===== src/rtl/mem_arbiter.sv =====
// Two-port memory arbiter: instruction fetch and data load/store share one memory port.
// Optional macro MEM_ARB_RR_EN switches collision handling from data-first to round-robin.
module mem_arbiter #(
    parameter int unsigned WAIT_CYCLES = 1
) (
    input  logic        clk_i,
    input  logic        reset_ni,
    input  logic        if_req_i,
    input  logic [31:0] if_addr_i,
    output logic        if_done_o,
    input  logic        d_req_i,
    input  logic        d_we_i,
    input  logic [31:0] d_addr_i,
    input  logic [31:0] d_wdata_i,
    output logic        d_done_o,
    output logic [31:0] rdata_o,
    output logic        busy_o,
    output logic        mem_en_o,
    output logic        mem_we_o,
    output logic [31:0] mem_addr_o,
    output logic [31:0] mem_wdata_o,
    input  logic [31:0] mem_rdata_i
);

    localparam logic [3:0] WAIT_INIT = WAIT_CYCLES[3:0];

    typedef enum logic [1:0] {
        S_IDLE = 2'd0,
        S_BUSY = 2'd1,
        S_DONE = 2'd2
    } state_t;

    typedef enum logic {
        OWN_FETCH = 1'b0,
        OWN_DATA  = 1'b1
    } owner_t;

    state_t      state_q;
    owner_t      owner_q;
    logic [3:0]  cnt_q;
    logic        we_q;
    logic [31:0] rdata_q;
    logic        if_done_q;
    logic        d_done_q;
    logic        busy_q;
    logic        mem_en_q;
    logic        mem_we_q;
    logic [31:0] mem_addr_q;
    logic [31:0] mem_wdata_q;
    logic        grant_data_d;

`ifdef MEM_ARB_RR_EN
    owner_t      last_q;

    // Reset value "data granted last" makes fetch win the first collision.
    always_comb begin
        grant_data_d = d_req_i;
        if (d_req_i && if_req_i) begin
            grant_data_d = (last_q == OWN_FETCH);
        end
    end

    always_ff @(posedge clk_i or negedge reset_ni) begin
        if (!reset_ni) begin
            last_q <= OWN_DATA;
        end else if (state_q == S_IDLE && (if_req_i || d_req_i)) begin
            last_q <= grant_data_d ? OWN_DATA : OWN_FETCH;
        end
    end
`else
    always_comb begin
        grant_data_d = d_req_i;
    end
`endif

    // The memory-side address/data registers double as the transaction latch:
    // loaded on grant, held through BUSY, cleared on leaving BUSY.
    always_ff @(posedge clk_i or negedge reset_ni) begin
        if (!reset_ni) begin
            state_q     <= S_IDLE;
            owner_q     <= OWN_FETCH;
            cnt_q       <= 4'd0;
            we_q        <= 1'b0;
            rdata_q     <= 32'h0;
            if_done_q   <= 1'b0;
            d_done_q    <= 1'b0;
            busy_q      <= 1'b0;
            mem_en_q    <= 1'b0;
            mem_we_q    <= 1'b0;
            mem_addr_q  <= 32'h0;
            mem_wdata_q <= 32'h0;
        end else begin
            case (state_q)
                S_IDLE: begin
                    if_done_q <= 1'b0;
                    d_done_q  <= 1'b0;
                    if (if_req_i || d_req_i) begin
                        state_q     <= S_BUSY;
                        owner_q     <= grant_data_d ? OWN_DATA : OWN_FETCH;
                        cnt_q       <= WAIT_INIT;
                        we_q        <= grant_data_d & d_we_i;
                        busy_q      <= 1'b1;
                        mem_en_q    <= 1'b1;
                        mem_we_q    <= grant_data_d && d_we_i && (WAIT_INIT == 4'd0);
                        mem_addr_q  <= grant_data_d ? d_addr_i : if_addr_i;
                        mem_wdata_q <= grant_data_d ? d_wdata_i : 32'h0;
                    end else begin
                        busy_q      <= 1'b0;
                        mem_en_q    <= 1'b0;
                        mem_we_q    <= 1'b0;
                        mem_addr_q  <= 32'h0;
                        mem_wdata_q <= 32'h0;
                    end
                end
                S_BUSY: begin
                    if (cnt_q == 4'd0) begin
                        state_q     <= S_DONE;
                        mem_en_q    <= 1'b0;
                        mem_we_q    <= 1'b0;
                        mem_addr_q  <= 32'h0;
                        mem_wdata_q <= 32'h0;
                        if (!we_q) begin
                            rdata_q <= mem_rdata_i;
                        end
                        if_done_q   <= (owner_q == OWN_FETCH);
                        d_done_q    <= (owner_q == OWN_DATA);
                    end else begin
                        cnt_q    <= cnt_q - 4'd1;
                        mem_we_q <= we_q && (cnt_q == 4'd1);
                    end
                end
                S_DONE: begin
                    state_q   <= S_IDLE;
                    busy_q    <= 1'b0;
                    if_done_q <= 1'b0;
                    d_done_q  <= 1'b0;
                end
                default: begin
                    state_q     <= S_IDLE;
                    cnt_q       <= 4'd0;
                    if_done_q   <= 1'b0;
                    d_done_q    <= 1'b0;
                    busy_q      <= 1'b0;
                    mem_en_q    <= 1'b0;
                    mem_we_q    <= 1'b0;
                    mem_addr_q  <= 32'h0;
                    mem_wdata_q <= 32'h0;
                end
            endcase
        end
    end

    assign if_done_o   = if_done_q;
    assign d_done_o    = d_done_q;
    assign rdata_o     = rdata_q;
    assign busy_o      = busy_q;
    assign mem_en_o    = mem_en_q;
    assign mem_we_o    = mem_we_q;
    assign mem_addr_o  = mem_addr_q;
    assign mem_wdata_o = mem_wdata_q;

endmodule


===== config.mk =====
export PLATFORM = sky130hd
export DESIGN_NAME = mem_arbiter
export DESIGN_NICKNAME = d
export VERILOG_FILES = /design/src/rtl/mem_arbiter.sv
export SDC_FILE = /design/constraint.sdc
export NUM_CORES = 1
export LEC_CHECK = 0
export ABC_AREA = 1
export BUFFER_PORTS_ARGS = -buffer_cell sky130_fd_sc_hd__buf_2
export CAP_MARGIN = 20
export CORE_MARGIN = 2
export CORE_UTILIZATION = 41
export DETAILED_ROUTE_END_ITERATION = 10
export PLACE_DENSITY_LB_ADDON = 0.15
export SETUP_SLACK_MARGIN = 0.02
export SLEW_MARGIN = 20
export SYNTH_ARGS = -nofsm -noshare
export SYNTH_HDL_FRONTEND = slang
export SYNTH_SLANG_ARGS = --single-unit

===== constraint.sdc =====
create_clock -name clk_i -period 1.5 [get_ports clk_i]
set_input_delay 0.3 -clock clk_i [delete_from_list [all_inputs] [get_ports clk_i]]
set_output_delay 0.3 -clock clk_i [all_outputs]
set_load 0.1 [all_outputs]

==> results.md <==
* CP max-delay cell: buf_2
* Die Span Y at 110 um
* Post-route ant nets at 0
* Final setup margin at 56.5 ps
* Root buffer cell: clkbuf_16
* Die width at 110 um
* Rows at 38
* Post-place setup slack at -5.47 ps
* Die Area at 0.0122 sq mm
* TritonCTS buffer count at 9
* Routed WL at 12400 um
* CP cell instances: buf_2
* Synth Instances at a little under 500
* Layout Cells excl Fill at between 800 and 900
* DR WL/cell at 14.2 um
* Diode count at 0
* Total GRT Usage at 19.7%
* Most frequent cells after synthesis: nand2_1 (181), dfrtp_1 (109), nand3_1 (72), mux2i_1 (31), o21ai_0 (26)
* Fin. Hold Viols at 0
* Vias in the first global route at 4017
* CORE AREA at between 0.01 and 0.015 sq mm
* Total grt overflow at 0
* Setup violators final at 0
* CTS Sinks at 109
* Largest net degree at the start of global routing at 45
* Worst-margin pin slew at approximately 510 ps
* CP arrival at 1140 ps
* Total I/O pin count at around 230
* First-pass GRT wire length at between 15000 and 20000 um
* Placed cells at between 800 and 900
* Initial antenna violation count at 0
* Seq/Total Area, Yosys at 58.8%
* Hold WC Path Type: input port to flip-flop
* Largest fanout on the critical path at 2
* Minimum clock period at 1440 ps
* Syn Area/Cell at approximately 9.4 sq um
* RSZ-0062 raised after global routing: false
* Delay-heaviest family, CP: buffers and inverters
* Initial Util at 42.4%
* Area leader, netlist: dfrtp_1
* Crit end category: output port
* Share of the synthesized area in the top cell type at 58.8%
* Final Max Slew Viols at 0
* Outcome: finished clean
* Mapped cell area at 0.00464 sq mm
* Fin crit share at 96.2%
* Most common cell in the netlist: nand2_1
* Worst-path clk slew at 70 ps
* Routability cong. at 0.823
* Crit path largest cell delay at between 400 and 500 ps
* Max Cap Viol at 0
* DRC at 0
* Synth warnings at 0
* Most common flop cell mapped by yosys: dfrtp_1
* Via Count at 4281
* CP startpoint kind: flip-flop
* Clock Skew at 7.84 ps
* Yosys cell types at 21
* Via density at 4.90
* Clock Latency Late Sink at 340 ps
* Async SR Flop Fraction at 100%
* Worst slew margin at 66.2%
* Fmax at 693 MHz
* Starting DRT DRC Count at 257
* Synthesized flop and latch total at 109
* WS Path Type: flip-flop to output port
* Nets@finish at about 870
* Final hold slack at 190 ps
* CTS tree: done
* Port bufs at roughly 230
* Layout area overhead at 39.6%
* Deepest clock path buffer count at 2
* Synthesized Nets at 627
* Final HPWL from detailed placement at around 8700 um
* Pre-antenna DRT Iters at 6
* Share of cells above drive strength 1 at 39.2%
* Synth top area cells: dfrtp_1 (59%), nand2_1 (15%), nand3_1 (7.8%)
* CP bufs+invs at 1
* EDFF count, synth at 0
* H-tree Lvls at 3
* Worst path required time at 1200 ps
## tightest hold or removal path: stages
cell and delay, ps:
buf_2 70, nand3_1 60, nand2_1 60
## final timing paths
check / from / endpoint / slack, ps / cells after the start
setup / recovery: mem_addr_o[10] / mem_addr_o[10] / 60 / 1
hold / removal: mem_rdata_i[7] / rdata_o[7] / 190 / 3
setup reg to reg: cnt_q[1] / mem_addr_o[27] / 80 / 8
hold reg to reg: owner_q / if_done_o / 460 / 1
max in group asynchronous: reset_ni / rdata_o[4] / 560 / 3
min in group asynchronous: reset_ni / mem_wdata_o[15] / 400 / 2
## cells in the final DEF, fill, tap and decap left out, drive strengths merged
| cell type | Yosys | final |
|---|---|---|
| buf | 23 | 252 |
| bufinv | 0 | 1 |
| clkbuf | 7 | 16 |
| clkinv | 1 | 2 |
| dfrtp | 109 | 109 |
| dlygate4sd3 | 0 | 1 |
| ha | 3 | 3 |
| inv | 11 | 12 |
| mux2i | 31 | 31 |
| nand2 | 183 | 183 |
| nand3 | 73 | 73 |
| nor2 | 5 | 5 |
| o21ai | 43 | 43 |
| or2 | 2 | 2 |
## through the flow
| stage | setup TNS, ps | utilization, % | area, sq um |
|---|---|---|---|
| global route | 0 | 59.2 | 6470 |
| finish | 0 | 59.2 | 6470 |
| floorplan | 0 | - | 4640 |
| detailed placement | -5.47 | 55.1 | 6030 |
| global placement | 0 | 55.1 | 6030 |
| CTS | 0 | 58.4 | 6380 |
## cell type report
class / instances / area (sq um)
clock buffer: 12 / 256
clock inverter: 3 / 43.8
fill: 1010 / 4460
inverter: 12 / 45.0
multi-input combinational: 340 / 1710
sequential: 109 / 2730
tap: 140 / 175
timing repair buffer: 257 / 1510
## registers in the layout (all words and copies together) (netlist names), 2 cells and up
| signal | count |
|---|---|
| mem_addr_o | 32 |
| mem_wdata_o | 32 |
| rdata_o | 32 |
| cnt_q | 4 |
| state_q | 2 |
## logic make-up (layout without fill, tap and decap cells)
logic type               Yosys count  count (layout)  share of synthesized area [%]
AND/OR/NAND/NOR                  263             263                           24.0
AO/OA/AOI/OAI                     43              43                           4.64
adder cells (fa/ha/maj)            3               3                          0.810
buffers and inverters             42             284                           5.05
flip-flops                       109             109                           58.8
multiplexers                      31              31                           6.69
## what timing repair did
item	4_1_cts	5_1_grt
gates cloned	1	1
endpoints found under the hold margin	17	0
setup buffers	1	4
resized for setup	4	9
hold buffers	1	0
pin swaps	1	3
endpoints found under the setup margin	17	67
## metal layers
metal	part of all wire [%]	up-vias	track usage (%)	routed length, um
met5	0	-	0	0
met4	1.6	0	6.34	195
met3	7.2	17	3.82	893
met2	51	161	35.5	6260
met1	41	2026	23.7	5010
li1	-	2077	-	-
Power is left out: the tool's default activity adds up to more than one toggle a clock period on the data nets, which glitch-free logic cannot reach.
